`src/rtl/serial_frame_tx_pkg.sv`:
```
// Shared definitions for the serial "1010" link: FSM state codes and the preamble,
// which the receive-side sequence detector keys on as well.
package serial_frame_tx_pkg;

  typedef enum logic [1:0] {
    S_IDLE = 2'd0,
    S_PRE  = 2'd1,
    S_DATA = 2'd2,
    S_GAP  = 2'd3
  } state_e;

  localparam logic [3:0]  PREAMBLE_1010 = 4'b1010;
  localparam int unsigned PRE_LEN       = 4;

endpackage

```
`src/rtl/serial_frame_tx_piso_shift.sv`:
```
// Parallel-in serial-out shifter: loads a word, presents its MSB and shifts left on demand.
module piso_shift
  import serial_frame_tx_pkg::*;
#(
  parameter int unsigned WIDTH = 8
) (
  input  logic             clk,
  input  logic             reset_i,
  input  logic             load_i,
  input  logic [WIDTH-1:0] data_i,
  input  logic             shift_i,
  output logic             msb_o
);

  logic [WIDTH-1:0] shift_q;

  always_ff @(posedge clk) begin
    if (reset_i) begin
      shift_q <= '0;
    end else if (load_i) begin
      shift_q <= data_i;
    end else if (shift_i) begin
      shift_q <= shift_q << 1;
    end
  end

  assign msb_o = shift_q[WIDTH-1];

endmodule

```
`src/rtl/serial_frame_tx.sv`:
```
// Serial frame transmitter: preamble, MSB-first payload, then a forced zero gap,
// one registered bit per clock; a new word is accepted only while idle.
module serial_frame_tx
  import serial_frame_tx_pkg::*;
#(
  parameter int unsigned WIDTH    = 8,
  parameter logic [3:0]  PREAMBLE = PREAMBLE_1010,
  parameter int unsigned IDLE_GAP = 2,
  parameter int unsigned CNT_W    = 16
) (
  input  logic             clk,
  input  logic             reset,
  input  logic             in_valid,
  input  logic [WIDTH-1:0] in_data,
  output logic             in_ready,
  output logic             out,
  output logic             busy,
  output logic             last,
  output logic [CNT_W-1:0] frame_cnt
);

  localparam int unsigned BC_W = $clog2(WIDTH + PRE_LEN + IDLE_GAP + 1);

  state_e           state_q, state_d;
  logic [BC_W-1:0]  bit_cnt_q, bit_cnt_d;
  logic             out_q, out_d;
  logic             ready_q, ready_d;
  logic             busy_q, busy_d;
  logic             last_q, last_d;
  logic [CNT_W-1:0] frame_cnt_q, frame_cnt_d;
  logic             accept;
  logic             piso_msb;

  assign accept = (state_q == S_IDLE) & ready_q & in_valid;

  piso_shift #(
    .WIDTH(WIDTH)
  ) u_piso (
    .clk    (clk),
    .reset_i(reset),
    .load_i (accept),
    .data_i (in_data),
    .shift_i(state_q == S_DATA),
    .msb_o  (piso_msb)
  );

  always_ff @(posedge clk) begin
    if (reset) begin
      state_q     <= S_IDLE;
      bit_cnt_q   <= '0;
      out_q       <= 1'b0;
      ready_q     <= 1'b1;
      busy_q      <= 1'b0;
      last_q      <= 1'b0;
      frame_cnt_q <= '0;
    end else begin
      state_q     <= state_d;
      bit_cnt_q   <= bit_cnt_d;
      out_q       <= out_d;
      ready_q     <= ready_d;
      busy_q      <= busy_d;
      last_q      <= last_d;
      frame_cnt_q <= frame_cnt_d;
    end
  end

  // State/counter describe the bit to be registered onto out at the next edge.
  always_comb begin
    state_d   = state_q;
    bit_cnt_d = bit_cnt_q;
    case (state_q)
      S_IDLE: begin
        if (accept) begin
          state_d   = S_PRE;
          bit_cnt_d = BC_W'(PRE_LEN - 1);
        end
      end
      S_PRE: begin
        if (bit_cnt_q == '0) begin
          state_d   = S_DATA;
          bit_cnt_d = BC_W'(WIDTH - 1);
        end else begin
          bit_cnt_d = bit_cnt_q - BC_W'(1);
        end
      end
      S_DATA: begin
        if (bit_cnt_q == '0) begin
          state_d   = S_GAP;
          bit_cnt_d = BC_W'(IDLE_GAP - 1);
        end else begin
          bit_cnt_d = bit_cnt_q - BC_W'(1);
        end
      end
      S_GAP: begin
        if (bit_cnt_q == '0) begin
          state_d   = S_IDLE;
          bit_cnt_d = '0;
        end else begin
          bit_cnt_d = bit_cnt_q - BC_W'(1);
        end
      end
      default: begin
        state_d   = S_IDLE;
        bit_cnt_d = '0;
      end
    endcase
  end

  // A frame counts at the end of the cycle in which its LSB is on out.
  always_comb begin
    out_d       = 1'b0;
    last_d      = 1'b0;
    ready_d     = ready_q;
    busy_d      = busy_q;
    frame_cnt_d = frame_cnt_q + CNT_W'(last_q);
    case (state_q)
      S_IDLE: begin
        if (accept) begin
          ready_d = 1'b0;
          busy_d  = 1'b1;
        end
      end
      S_PRE: out_d = PREAMBLE[bit_cnt_q[1:0]];
      S_DATA: begin
        out_d  = piso_msb;
        last_d = (bit_cnt_q == '0);
      end
      S_GAP: begin
        if (bit_cnt_q == '0) begin
          ready_d = 1'b1;
          busy_d  = 1'b0;
        end
      end
      default: begin
        ready_d = 1'b1;
        busy_d  = 1'b0;
      end
    endcase
  end

  assign out       = out_q;
  assign in_ready  = ready_q;
  assign busy      = busy_q;
  assign last      = last_q;
  assign frame_cnt = frame_cnt_q;

endmodule

```
`config.mk`:
```
export PLATFORM = sky130hd
export DESIGN_NAME = serial_frame_tx
export DESIGN_NICKNAME = d
export VERILOG_FILES = /design/src/rtl/serial_frame_tx_pkg.sv /design/src/rtl/serial_frame_tx_piso_shift.sv /design/src/rtl/serial_frame_tx.sv
export SDC_FILE = /design/constraint.sdc
export NUM_CORES = 1
export LEC_CHECK = 0
export ABC_CLOCK_PERIOD_IN_PS = 1700
export BUFFER_PORTS_ARGS = -buffer_cell sky130_fd_sc_hd__buf_4
export CAP_MARGIN = 15
export CORE_UTILIZATION = 25
export DETAILED_ROUTE_END_ITERATION = 10
export PLACE_DENSITY_LB_ADDON = 0.12
export SLEW_MARGIN = 20
export SYNTH_ARGS = -nofsm -noshare
export SYNTH_HDL_FRONTEND = slang
export SYNTH_SLANG_ARGS = --single-unit
```
`constraint.sdc`:
```
create_clock -name clk -period 1.7 [get_ports clk]
set_input_delay 0.34 -clock clk [delete_from_list [all_inputs] [get_ports clk]]
set_output_delay 0.34 -clock clk [all_outputs]
set_load 0.02 [all_outputs]
```
After elaboration in Yosys (flattened, before gate mapping)
Index checks and enable logic that the tools add are counted.
Storage, ports and cells
  output and inout bits: 20
  input port bits: 11
  flip-flop bits (word level): 34
Operators by class
  equal/unequal tests: 7
  $lt $le $gt $ge: 1
  mux-type cells: 21
  add/sub/neg operators: 2
  bitwise logic cells: 3
  reduce and logical (&&, ||, !) cells: 7
Operators by type and width (count)
  adder 16 x 1 -> 16 bit: 1
  2-to-1 mux 4 bit: 4
  2-to-1 mux 8 bit: 2
  case mux 4 bit (4 select lines): 1
  2-to-1 mux 2 bit: 4
  != test 2 bit, second input constant: 4
  case mux 2 bit (4 select lines): 1
  case mux 1 bit (2 select lines): 3
  2-to-1 mux 1 bit: 5
  equality test 2 bit, second input constant: 2
  logical NOT 4 bit: 1
  AND reduction 4 bit: 1
  nonzero test 2 bit: 2
  subtractor 4 x 1 -> 4 bit, second input constant: 1
  < comparator 2 x 3 -> 1 bit, second input constant: 1
  AND reduction 3 bit: 1
  AND 1 bit: 2
  binary-select mux 1 bit (select 2 bit): 1
  equality test 2 x 1 -> 1 bit, second input constant: 1
  logical NOT 2 bit: 1
  OR reduction 2 bit: 1
  inverter 1 bit: 1

Logic depth before layout (Yosys ltp)
  depth in word-level cells: 5
  mapped depth: 6
  gate-level depth less buffers: 5

By module
From an unflattened synthesis, not the netlist that was laid out.
Unflattened totals
  cells, all modules: 177
  area total of the unflattened synthesis: 1627.8 sq um
By module, submodules not included
  serial_frame_tx: area each 1258.7 sq um, cells an instance 142, times used 1, seq. area each 520.5 sq um
  piso_shift: area each 369.1 sq um, cells an instance 35, times used 1, seq. area each 160.2 sq um

Least setup slack after synthesis
OpenSTA, ideal clock, no wires.
  path kind: reg2reg
  start point: register frame_cnt_q[0], in the netlist frame_cnt[0]
  end point: register frame_cnt_q[14], in the netlist frame_cnt[14]
  stages on the path, launching flop included: 6
  clock period less this slack: 1.762 ns
  arrival: 1.641 ns
  setup time: 0.121 ns
  setup slack: -0.062 ns
  path through: dfxtp_1 -> ha_1 -> ha_1 -> nand2_1 -> nor4_1 -> mux2_2
On the way
  cells in the longest elaborated chain, start to end: 1
RTL lines
  from (decl): line serial_frame_tx.sv:30  | logic [CNT_W-1:0] frame_cnt_q, frame_cnt_d;
  from (signal assigned): line serial_frame_tx.sv:63  | frame_cnt_q <= frame_cnt_d;
  adder 16 x 1 -> 16 bit: line serial_frame_tx.sv:115  | frame_cnt_d = frame_cnt_q + CNT_W'(last_q);
Every way passes these cells.
A chain may end at the register's enable or synchronous reset.

Final worst setup path
Ends and elaborated chain as after synthesis.

==> run summary <==
CLOCK NETWORK
-------------------------------------------------------------------------------------
Total clock sinks ......................................................           34
Clock transition at the registers of the reported paths ................      0.07 ns
Deepest clock path buffer count ........................................            2
Master cell of the clock root buffer ...................................     clkbuf_8
Cts bufs inserted ......................................................            5
Clock tree from TritonCTS ..............................................          yes
Hold buffer count at CTS ...............................................            0
Insertion delay to the later sink of the worst-skew pair ...............      0.28 ns
Number of H-tree levels ................................................            2

CRITICAL PATH
-------------------------------------------------------------------------------------
Endpoint class of the critical path ....................................    flip-flop
Number of cells on the worst reg-to-reg path ...........................            5
Peak per-stage delay on the critical path ..............................      0.36 ns
Reg2Reg Setup Slack ....................................................      0.09 ns
Required time worst endpoint ...........................................      1.87 ns
Worst reg2reg path endpoint ............................................ frame_cnt[14]$_SDFF_PP0_
Kind of critical path ..................................................   reg -> reg
Crit path DAT ..........................................................      1.78 ns
Kind of launch point of the worst setup path ...........................    flip-flop
Reg-to-Reg Start ....................................................... frame_cnt[0]$_SDFF_PP0_
Cell-by-cell trace of the critical path ................................ ha_2, ha_1, nand2_1, nor4_1, mux2_2
Highest net fanout along the worst path ................................            5
Crit path max-delay cell type ..........................................       mux2_2

STA
-------------------------------------------------------------------------------------
Final Hold Viols .......................................................            0
Slew of the pin with the lowest slew margin ............................     0.339 ns
Final-report max-slew violation count ..................................            0
Worst-case setup margin in the final layout ............................    0.0926 ns
RSZ-0062 raised after global routing ...................................          yes
Highest Clock Rate .....................................................      622 MHz
Tcrit/Tclk final .......................................................        0.946
Number of endpoints failing setup at the final stage ...................            0
Final clock skew .......................................................   0.00519 ns
Post-layout min period .................................................      1.61 ns
Relative slew slack ....................................................        0.774

PLACEMENT
-------------------------------------------------------------------------------------
RD Place Congestion ....................................................        0.756
Total placed instance area .............................................    2070 um^2
Detail Placement HPWL ..................................................      2.68 mm
Total instance count after detailed placement ..........................          297
Pre-CTS setup slack ....................................................    0.0363 ns
Count of buffers from port buffering ...................................           30

POWER AND IR DROP
-------------------------------------------------------------------------------------
Clock power share ......................................................        0.233
Internal power contribution ............................................      1.75 mW
Switching power share of the total .....................................        0.340
Total power ............................................................      2.65 mW
Net switching power ....................................................       902 uW
Worst vdd rail ir drop .................................................       464 uV
Combinational share of power ...........................................        0.389
Power density cells .................................................... 1200 nW/um^2
Share of power burned in registers .....................................        0.378
Standby leakage power ..................................................     0.890 nW

ROUTING
-------------------------------------------------------------------------------------
Total number of vias ...................................................        1,464
First drt pass iteration count .........................................            4
Post-DR wirelength/cell ................................................      12.5 um
Count of routing violations after the opening detailed-route iteration .           95
DRC ....................................................................            0
Total wire length after detailed routing ...............................      3.82 mm
Highest routing layer actually used ....................................         met4
Sum of met2 wire segment lengths after detailed routing ................      1.80 mm
Metal3 WL ..............................................................       205 um
Antenna-violating nets left ............................................            0
Vias/cell ..............................................................         4.78
WL met1 ................................................................      1.79 mm

FLOORPLAN
-------------------------------------------------------------------------------------
Die outline area .......................................................    6910 um^2
Area of the placeable core .............................................    6350 um^2
Num ports ..............................................................           31
Die span in x ..........................................................      83.2 um
Starting utilization of the core area ..................................        0.259
Height of the die ......................................................      83.2 um
Floorplan row count ....................................................           29

GLOBAL ROUTING
-------------------------------------------------------------------------------------
Wire length of the first global-routing pass ...........................      6.57 mm
Residual overflow from global routing ..................................            0
Total track usage ......................................................        0.117
Antenna violations before repair .......................................            0
Largest net degree at the start of global routing ......................           34
Vias in the first global route .........................................        1,368

LOGIC SYNTHESIS
-------------------------------------------------------------------------------------
Number of warning messages in the yosys log ............................            0
Number of nets produced by synthesis ...................................          200
Leading cell types by total area after synthesis ....................... dfxtp_1 41%, ha_1 5.3%, mux2i_1 4.9%
Cell count after synthesis .............................................          182
Synthesized cell area ..................................................    1650 um^2
Sequential cell area fraction in the yosys report ......................        0.413
Area share of the largest cell type after synthesis ....................        0.413
Average size of a mapped cell ..........................................    9.05 um^2
Distinct cells, synth ..................................................           38
Cell taking the most area after synthesis ..............................      dfxtp_1
Flip-flop and latch count after synthesis ..............................           34

LAYOUT
-------------------------------------------------------------------------------------
Final std cells w/o fill ...............................................          306
Count of inserted antenna diode cells ..................................            0
Fin nets ...............................................................          246
Commonest cells after routing, fill and taps aside ..................... 46 x buf_4, 31 x dfxtp_1, 18 x nor2_1
Share of cells above drive strength 1 ..................................        0.306
Layout Utilization .....................................................        0.347
Post-route cell area ...................................................    2200 um^2
Commonest non-fill, non-tap cell in the layout .........................        buf_4
Area Growth Syn to Fin .................................................        33.8%

STATUS
-------------------------------------------------------------------------------------
Run status ............................................................. finished, final reports clean

WORST HOLD PATH
-------------------------------------------------------------------------------------
Start point of the worst min-delay path ................................   in_data[4]
Worst Hold Endpoint .................................................... u_piso.shift_q[4]$_SDFFE_PP0P_
Type of the tightest min-delay check ...................................    in -> reg
Hold path depth ........................................................            3

JOB
-------------------------------------------------------------------------------------
Count of max-cap constraint violations .................................            0

[cell type report]
type,count,area [um^2]
Sequential cell,34,684
Clock buffer,7,86.3
Multi-Input combinational cell,133,932
Clock inverter,1,5.00
Timing Repair Buffer,48,377
Fill cell,656,4150
Inverter,6,22.5
Tap cell,77,96.3
[Yosys cell counts]
cell type  number
nand3b_1        2
a21o_1          3
a22oi_1         1
mux2i_1         8
or3_1           5
o21bai_1        3
o221ai_1        1
o31ai_1         6
xnor2_1         1
a31oi_1         2
or4_1           6
nand2_1         6
a2111o_1        1
clkbuf_1        6
buf_2           3
o21ai_0         4
mux2_2          4
nor3_1          2
ha_1            7
xor2_1          2
a21oi_1        10
nand2b_1        3
a21bo_2         1
a211oi_1        7
nand4_1         3
nor3b_1         1
nand3_1         8
nor4_1          4
nor2_1         18
and3b_1         1
o22a_1          1
o211ai_1        2
nor2b_1         6
a21boi_0        1
dfxtp_1        34
inv_1           6
nand4_2         1
or2_2           2
[kinds of logic after synthesis]
logic type | synth area share
buffers and inverters | 0.0365
AOI/OAI and AO/OA | 0.179
and+or+nand+nor | 0.226
DFF | 0.413
muxes | 0.0760
adders and majority gates | 0.0532
xor gates and xnor gates | 0.0160
[worst max-delay path, delay by kind of cell (launching register included)]
kind	cells	cell delay [ns]
fa+ha+maj	2	0.37
flops	1	0.33
mux	1	0.36
simple gates	2	0.43
[how the worst max path moves through the flow]
| stage | end | cells after the start | startpoint |
|---|---|---|---|
| final | frame_cnt[14]$_SDFF_PP0_ | 5 | frame_cnt[0]$_SDFF_PP0_ |
| after global routing | frame_cnt[14]$_SDFF_PP0_ | 5 | frame_cnt[0]$_SDFF_PP0_ |
| after CTS | frame_cnt[12]$_SDFF_PP0_ | 5 | frame_cnt[0]$_SDFF_PP0_ |
| after detailed placement | frame_cnt[12]$_SDFF_PP0_ | 5 | frame_cnt[0]$_SDFF_PP0_ |
| after global placement | frame_cnt[12]$_SDFF_PP0_ | 5 | frame_cnt[0]$_SDFF_PP0_ |
| after floorplan | frame_cnt[14]$_SDFF_PP0_ | 5 | last$_SDFF_PP0_ |
[timing repair]
| action | CTS | global route |
|---|---|---|
| setup buffers | 0 | 1 |
| endpoints found under the setup margin | 0 | 8 |
| resized for setup | 0 | 7 |
[power by group through the flow]
stage	registers (mW)	logic [mW]	clock network [mW]
CTS	1.00	0.980	0.652
global placement	1.02	0.987	0
global route	1.02	1.15	0.694
detailed placement	1.02	0.976	0
finish	1.00	1.03	0.618
floorplan	1.05	0.620	0
[state kept, by name, indices dropped and copies added (netlist names)]
| signal | count |
|---|---|
| state_q | 2 |
| u_piso.shift_q | 8 |
| in_ready | 1 |
| bit_cnt_q | 4 |
| frame_cnt | 16 |
| last | 1 |
| busy | 1 |
| out | 1 |
[metal layers]
| metal | vias up | GRT usage |
|---|---|---|
| met5 | - | 0 |
| met2 | 33 | 0.186 |
| met4 | 0 | 0.0376 |
| li1 | 762 | - |
| met3 | 2 | 0.0388 |
| met1 | 667 | 0.149 |
[stage by stage]
step	hold slack [ns]	TNS [ns]
6_report	0.350	0
3_3_place_gp	0.481	0
5_1_grt	0.334	-0.0553
3_5_place_dp	0.481	0
4_1_cts	0.339	0
2_1_floorplan	0.463	0
No activity file was read; power rests on OpenSTA's default activity.
